==> src/rtl/spi_master.sv <==
// spi_master: single-byte SPI master with all four cpol/cpha modes and selectable bit order.
// Define SPI_MASTER_BURST_EN to chain bytes without releasing cs.
module spi_master #(
  parameter int CLK_DIV = 4
) (
  input  logic       clk,
  input  logic       rst,
  input  logic       start,
  input  logic [7:0] data_tx,
  input  logic       cpol,
  input  logic       cpha,
  input  logic       msb_first,
  input  logic       miso,
  output logic       mosi,
  output logic       sck,
  output logic       cs,
  output logic [7:0] data_rx,
  output logic       busy,
  output logic       end_of_byte
);
  typedef enum logic [1:0] {IDLE, LEAD, SHIFT, TRAIL} state_t;
  state_t state, state_nxt;
  logic [7:0] cnt, tx, rx;
  logic [4:0] tog;
  logic cfg_cpha, cfg_msb;
  logic last, done, load, do_tog;
  logic [2:0] ri;
  function automatic logic pick(input logic [7:0] d, input logic m, input logic [2:0] i);
    return m ? d[3'd7 - i] : d[i];
  endfunction
  always_comb begin
    last = cnt == 8'(CLK_DIV - 1);
    done = state == TRAIL && last;
`ifdef SPI_MASTER_BURST_EN
    load = start && (state == IDLE || done);
`else
    load = start && state == IDLE;
`endif
    do_tog = last && (state == LEAD || (state == SHIFT && tog != 5'd16));
    ri = cfg_msb ? 3'd7 - tog[3:1] : tog[3:1];
    state_nxt = state;
    if (load) state_nxt = LEAD;
    else if (done) state_nxt = IDLE;
    else if (last && state == LEAD) state_nxt = SHIFT;
    else if (last && state == SHIFT && tog == 5'd16) state_nxt = TRAIL;
  end
  always_ff @(posedge clk or negedge rst)
    if (!rst) state <= IDLE;
    else state <= state_nxt;
  always_ff @(posedge clk or negedge rst)
    if (!rst) begin
      sck <= 1'b0;
      cs <= 1'b1;
      mosi <= 1'b0;
      busy <= 1'b0;
      end_of_byte <= 1'b0;
      data_rx <= '0;
      cnt <= '0;
      tog <= '0;
      tx <= '0;
      rx <= '0;
      cfg_cpha <= 1'b0;
      cfg_msb <= 1'b0;
    end else begin
      end_of_byte <= done;
      cnt <= (load || last || state == IDLE) ? '0 : cnt + 8'd1;
      if (state == IDLE) sck <= cpol;
      if (done) begin
        cs <= 1'b1;
        busy <= 1'b0;
        data_rx <= rx;
      end
      // in burst mode a load here overrides the cs/busy release above
      if (load) begin
        tx <= data_tx;
        cfg_cpha <= cpha;
        cfg_msb <= msb_first;
        cs <= 1'b0;
        busy <= 1'b1;
        tog <= '0;
        sck <= cpol;
        if (!cpha) mosi <= pick(data_tx, msb_first, 3'd0);
      end
      if (do_tog) begin
        sck <= ~sck;
        tog <= tog + 5'd1;
        if (!tog[0]) begin
          if (cfg_cpha) mosi <= pick(tx, cfg_msb, tog[3:1]);
          else rx[ri] <= miso;
        end else begin
          if (cfg_cpha) rx[ri] <= miso;
          else if (tog != 5'd15) mosi <= pick(tx, cfg_msb, tog[3:1] + 3'd1);
        end
      end
    end
endmodule

==> config.mk <==
export PLATFORM = sky130hd
export DESIGN_NAME = spi_master
export DESIGN_NICKNAME = d
export VERILOG_FILES = /design/src/rtl/spi_master.sv
export SDC_FILE = /design/constraint.sdc
export NUM_CORES = 1
export LEC_CHECK = 0
export ABC_AREA = 1
export BUFFER_PORTS_ARGS = -buffer_cell sky130_fd_sc_hd__buf_2
export CORE_MARGIN = 2
export CORE_UTILIZATION = 50
export DETAILED_ROUTE_END_ITERATION = 10
export HOLD_SLACK_MARGIN = 0.02
export PLACE_DENSITY = 0.79
export SYNTH_ARGS = -nofsm -noshare
export SYNTH_HDL_FRONTEND = slang
export SYNTH_SLANG_ARGS = --single-unit
==> constraint.sdc <==
create_clock -name clk -period 4.35 [get_ports clk]
set_input_delay 0 -clock clk [delete_from_list [all_inputs] [get_ports clk]]
set_output_delay 0 -clock clk [all_outputs]
set_load 0.01 [all_outputs]
### Word-level counts from Yosys, hierarchy flattened

Cells that the tools add are included.

* output and inout bits: 13
* word-level logic and storage cells: 90
* input bits: 15
* bits in registers: 46

* add/sub/neg operators: 5
* equal/unequal tests: 9
* multiplexer cells: 39
* bitwise operators: 1
* magnitude comparators: 6
* reductions and logical operators: 17

Operator list (count)
* two-way mux 8 bit: 4
* two-way mux 1 bit: 22
* less-than comparator 3 x 4 -> 1 bit (second input constant): 5
* binary-select mux 1 bit (select 3 bit): 4
* two-way mux 5 bit: 2
* adder 8 x 1 -> 8 bit (second input constant): 1
* bitwise mux 8 bit: 1
* equality test 8 x 2 -> 1 bit (second input constant): 1
* logical AND 1 bit: 8
* two-way mux 2 bit: 4
* subtractor 3 bit (first input constant): 2
* adder 5 x 1 -> 5 bit (second input constant): 1
* equality test 5 bit (second input constant): 1
* != test 5 x 4 -> 1 bit (second input constant): 1
* != test 5 bit (second input constant): 1
* equality test 2 bit (second input constant): 2
* nonzero test 2 bit: 2
* nonzero test 4 bit: 1
* adder 3 x 1 -> 3 bit (second input constant): 1
* demux 1 bit (select 3 bit): 1
* greater-or-equal comparator 3 x 1 -> 1 bit (second input constant): 1
* logical OR 1 bit: 3
* two-way mux 3 bit: 1
* AND reduction 3 bit: 1
* other kinds (6): 6

### Depth between registers and ports, before layout

* depth in word-level cells: 9
* mapped depth: 12

### Least setup slack after synthesis

OpenSTA, ideal clock, no wires.

* path kind: reg-to-reg
* start: reg tog[1]
* end: reg rx[0]
* setup slack: 2.826 ns
* period minus slack after synthesis: 1.524 ns
* library setup time: 0.126 ns
* cell stages (with the launch flop): 12
* data arrival time: 1.399 ns
* required time: 4.224 ns
* cell sequence: dfrtp_1 > buf_4 > inv_2 > ha_1 > nand3_2 > nand3_1 > o21ai_1 > nand2_2 > clkinv_2 > nand3_1 > nand2_1 > o21ai_1

* word-level cells in the longest chain between the ends: 9

RTL lines
* from (decl): RTL line 24 `logic [4:0] tog;`
* from (signal assigned): RTL line 86 `tog <= tog + 5'd1;`
* subtractor 3 bit: RTL line 40 `ri = cfg_msb ? 3'd7 - tog[3:1] : tog[3:1];`
* two-way mux 3 bit: RTL line 40
* less-than comparator 3 x 4 -> 1 bit (not written as such) or greater-or-equal comparator 3 x 1 -> 1 bit (tied branches): RTL line 89, 91
* logical AND 1 bit (not written as such): RTL line 89, 91
* two-way mux 1 bit (not written as such): RTL line 89, 91
* demux 1 bit (select 3 bit): RTL line 89, 91
* bitwise mux 8 bit: RTL line 89, 91
* two-way mux 8 bit, on equally long branches: RTL line 88, 91
* two-way mux 8 bit: RTL line 87 `if (!tog[0]) begin`
* to (signal, indexed assignment): RTL line 89 `else rx[ri] <= miso;`
* to (signal, indexed assignment): RTL line 91 `if (cfg_cpha) rx[ri] <= miso;`
* to (decl): RTL line 23 `logic [7:0] cnt, tx, rx;`

Several ways; a longest one is shown, not always the timed one. The select of a mux whose other input is x is not followed.
A chain may end at the register's enable or synchronous reset.

### Worst setup path after layout

* start: reg tog[1]
* end: reg rx[2]

The elaborated chain is that of the path after synthesis.

==> metrics <==
cell internal pwr ~0.69 mW; DR pass1 iterations 4; Avg Vias per Cell roughly 5.1; Switching Power 0.1631 mW; num rows 25; Synth Area in Adders ~2.5%; Die Width 74.36 um; post_cts resized 0; Antenna diodes 0; Req. time, crit path between 4 and 5 ns; worst r2r src tog[1]; mux contribution to synthesized area less than 1%; minimum clock period between 1.5 and 2 ns; arrival time at the worst endpoint between 2 and 2.5 ns; post-synthesis cell count around 320; Slew Viols, Final 0; Synth cell types 34; WHS Path Cells 3; Setup TNS 0 ns; Gate power share under 10%; Worst-path clk slew ~0.09 ns; GR Overflow Total 0; clock power share a little under half; Post-Syn Nets 344; CTS Buffer Depth 2; Register-to-Register Path Depth 10; port bufs 27; first-pass GRT wire length 8507 um; DP HPWL 3461 um; antenna violations before repair 0; Residual DRC 0; synthesized cell area between 2000 and 2500 sq um; clk_lat worst skew roughly 0.3 ns; Routed Antenna Nets 0; routed wire length per instance around 12 um; Post-Syn Area per Cell around 7.6 sq um; setup skew after layout about 0.0053 ns; initial DRC count 88; maximum VDD drop 0.1783 mV; Synth Area in Simple Gates ~35%; clock root cell clkbuf_8; die height 74.36 um; Setup Viol. Count Final 0; status completed; Post-CTS Setup Inserts 0; largest fanout on the critical path 12; CTS H-tree depth 2; sequential fraction of design power between 50% and 60%; WL final between 4000 and 5000 um; r2r endpoint rx[2]; CORE AREA 4755 sq um; Yosys reg bits 46; largest net degree at the start of global routing 47; Hold Path Origin start; switching share of power between 10% and 20%; sequential fraction of the synthesis area between 40% and 50%; DR vias about 2200; largest family of logic cells by synthesized area simple AND/OR/NAND/NOR gates; Leak around 1.6 nW; placer congestion estimate just under 0.9; Min-Delay Path Class in -> reg; crit start category flop; Worst-Margin Slew 0.9813 ns; Pwr per Cell Area 292.9 nW/um^2; DP Cell Count 411; Max Clock Freq a little over 500 MHz; R2R Setup Slk about 2.4 ns; critical path class reg -> reg; endpoint class of the critical path flop; CTS Sinks 46; share of layout cells above drive strength 1 12.36%; vias in the first global route 2008; Fin. Hold Viols 0; Initial Util between 50% and 60%; YS warnings 0; All-Layer GR Usage between 20% and 30%; area of the die 5529 sq um; fin nets around 380; Non-Filler Instances roughly 430; CTS buffer count 5; io pins 28; WHS Endpoint busy; slew margin rel. between 30% and 40%; Compound-Gate Fraction of Synth Area ~6.6%; XOR/XNOR Fraction of Synth Area under 10%; # fillers around 450; crit share post-route 45.45%; area grow syn2layout 17.44%; RSZ-0062 raised after global routing false; CTS tree yes; MaxCap Viol Count 0
worst max-delay path by stage:
| stage | from | slack, ns | cells past startpoint | to |
|---|---|---|---|---|
| finish | tog[1] | 2.37 | 10 | rx[2] |
| CTS | tog[1] | 2.38 | 10 | rx[2] |
| global placement | tog[1] | 2.47 | 10 | rx[5] |
| detailed placement | tog[1] | 2.46 | 10 | rx[3] |
| global route | tog[1] | 2.19 | 10 | rx[2] |
| floorplan | tog[1] | 2.83 | 11 | rx[0] |
cells in the final DEF, fill, tap and decap left out:
master	count
nand2_1	112
dfrtp_1	45
nand3_1	34
nor2_1	33
inv_1	30
buf_2	27
dlygate4sd3_1	12
o21ai_1	10
o21ai_0	9
nor3_1	6
clkbuf_8	6
a21oi_1	5
ha_1	5
xnor2_1	3
o22ai_1	3
nor2_4	2
nand4_1	2
mux2i_1	2
bufinv_16	2
nor4_1	1
and3_1	1
a31oi_1	1
nor3b_1	1
xor2_1	1
inv_2	1
nor2_8	1
nand3_2	1
nand2_4	1
nand2_2	1
clkinv_2	1
xnor2_2	1
o211a_1	1
o21a_1	1
nand3b_1	1
dfstp_2	1
power groups by stage:
stage          logic (mW)  registers, mW  clock network [mW]
2_1_floorplan     0.00375          0.440                   0
3_3_place_gp       0.0194          0.440                   0
3_5_place_dp       0.0196          0.440                   0
4_1_cts            0.0278          0.432               0.399
5_1_grt            0.0315          0.432               0.414
6_report           0.0276          0.432               0.392
Yosys cell counts, drive strengths merged:
| master | instances | area, sq um |
|---|---|---|
| nor3 | 6 | 30.03 |
| nand3b | 1 | 7.510 |
| nor4 | 1 | 6.260 |
| dfrtp | 45 | 1126 |
| nand2 | 114 | 437.9 |
| dfstp | 1 | 26.28 |
| o21ai | 19 | 95.09 |
| o22ai | 3 | 18.77 |
| mux2i | 2 | 20.02 |
| ha | 5 | 62.56 |
| a31oi | 1 | 6.260 |
| nand3 | 35 | 180.2 |
| a21oi | 5 | 25.02 |
| o211a | 1 | 10.01 |
| nor2 | 36 | 166.4 |
| xnor2 | 4 | 42.55 |
| and3 | 1 | 6.260 |
| nor3b | 1 | 7.510 |
| buf | 7 | 50.05 |
| clkinv | 1 | 5.000 |
| inv | 31 | 116.4 |
| xor2 | 1 | 8.760 |
| o21a | 1 | 7.510 |
| nand4 | 2 | 12.51 |
kinds of logic (layout without fill, tap and decap cells):
kind of cell             Yosys count  after routing
AO/OA/AOI/OAI                     30             30
XOR/XNOR                           5              5
adder cells (fa/ha/maj)            5              5
buffers and inverters             39             79
flip-flops                        46             46
multiplexers                       2              2
AND/OR/NAND/NOR                  197            197
sequential cells by signal, summed over array words and instances, names as in the netlist:
name	flops
cfg_cpha	1
rx	8
tog	5
cfg_msb	1
cs	1
mosi	1
tx	8
end_of_byte	1
state	2
sck	1
data_rx	8
cnt	8
busy	1
critical path, stage by stage, from the launching register on:
cell and delay, ns:
dfrtp_1 0.65, inv_2 0.18, ha_1 0.24, nand3_2 0.09, nand3_1 0.08, o21ai_1 0.11
nand2_2 0.11, clkinv_2 0.12, nand3_1 0.10, nand2_1 0.09, o21ai_1 0.07
metrics by stage:
| step | utilization [%] | hold WS (ns) | instance area [sq um] | setup slack (ns) | total power [mW] |
|---|---|---|---|---|---|
| final | 61.13 | 0.05661 | 2907 | 2.373 | 0.8513 |
| after global routing | 61.13 | 0.06557 | 2907 | 2.187 | 0.8777 |
| after CTS | 61.13 | 0.05330 | 2907 | 2.379 | 0.8584 |
| after detailed placement | 55.61 | 0.1970 | 2644 | 2.458 | 0.4598 |
| after global placement | 55.61 | 0.1939 | 2644 | 2.474 | 0.4597 |
| after floorplan | - | -0.2956 | 2475 | 2.826 | 0.4435 |
cell type report:
| cell class | count | area, sq um | share of cell area [%] |
|---|---|---|---|
| sequential | 46 | 1152 | 39.65 |
| timing repair buffer | 39 | 255.2 | 8.782 |
| clock buffer | 6 | 82.58 | 2.841 |
| tap | 67 | 83.83 | 2.884 |
| clock inverter | 2 | 60.06 | 2.066 |
| multi-input combinational | 239 | 1151 | 39.60 |
| inverter | 32 | 121.4 | 4.176 |
metal layers:
| metal | share of wire, % | GRT usage (%) | up-vias |
|---|---|---|---|
| met1 | 46 | 25.00 | 1039 |
| li1 | - | - | 1111 |
| met3 | 4.5 | 4.201 | 10 |
| met2 | 48 | 34.52 | 58 |
| met4 | 1.8 | 8.135 | 0 |
| met5 | 0 | 0 | - |
timing repair:
item / 4_1_cts / 5_1_grt
endpoints found under the setup margin: 0 / 0
endpoints found under the hold margin: 56 / 0
hold buffers: 12 / 0
Power figures use the tool's default switching activity.
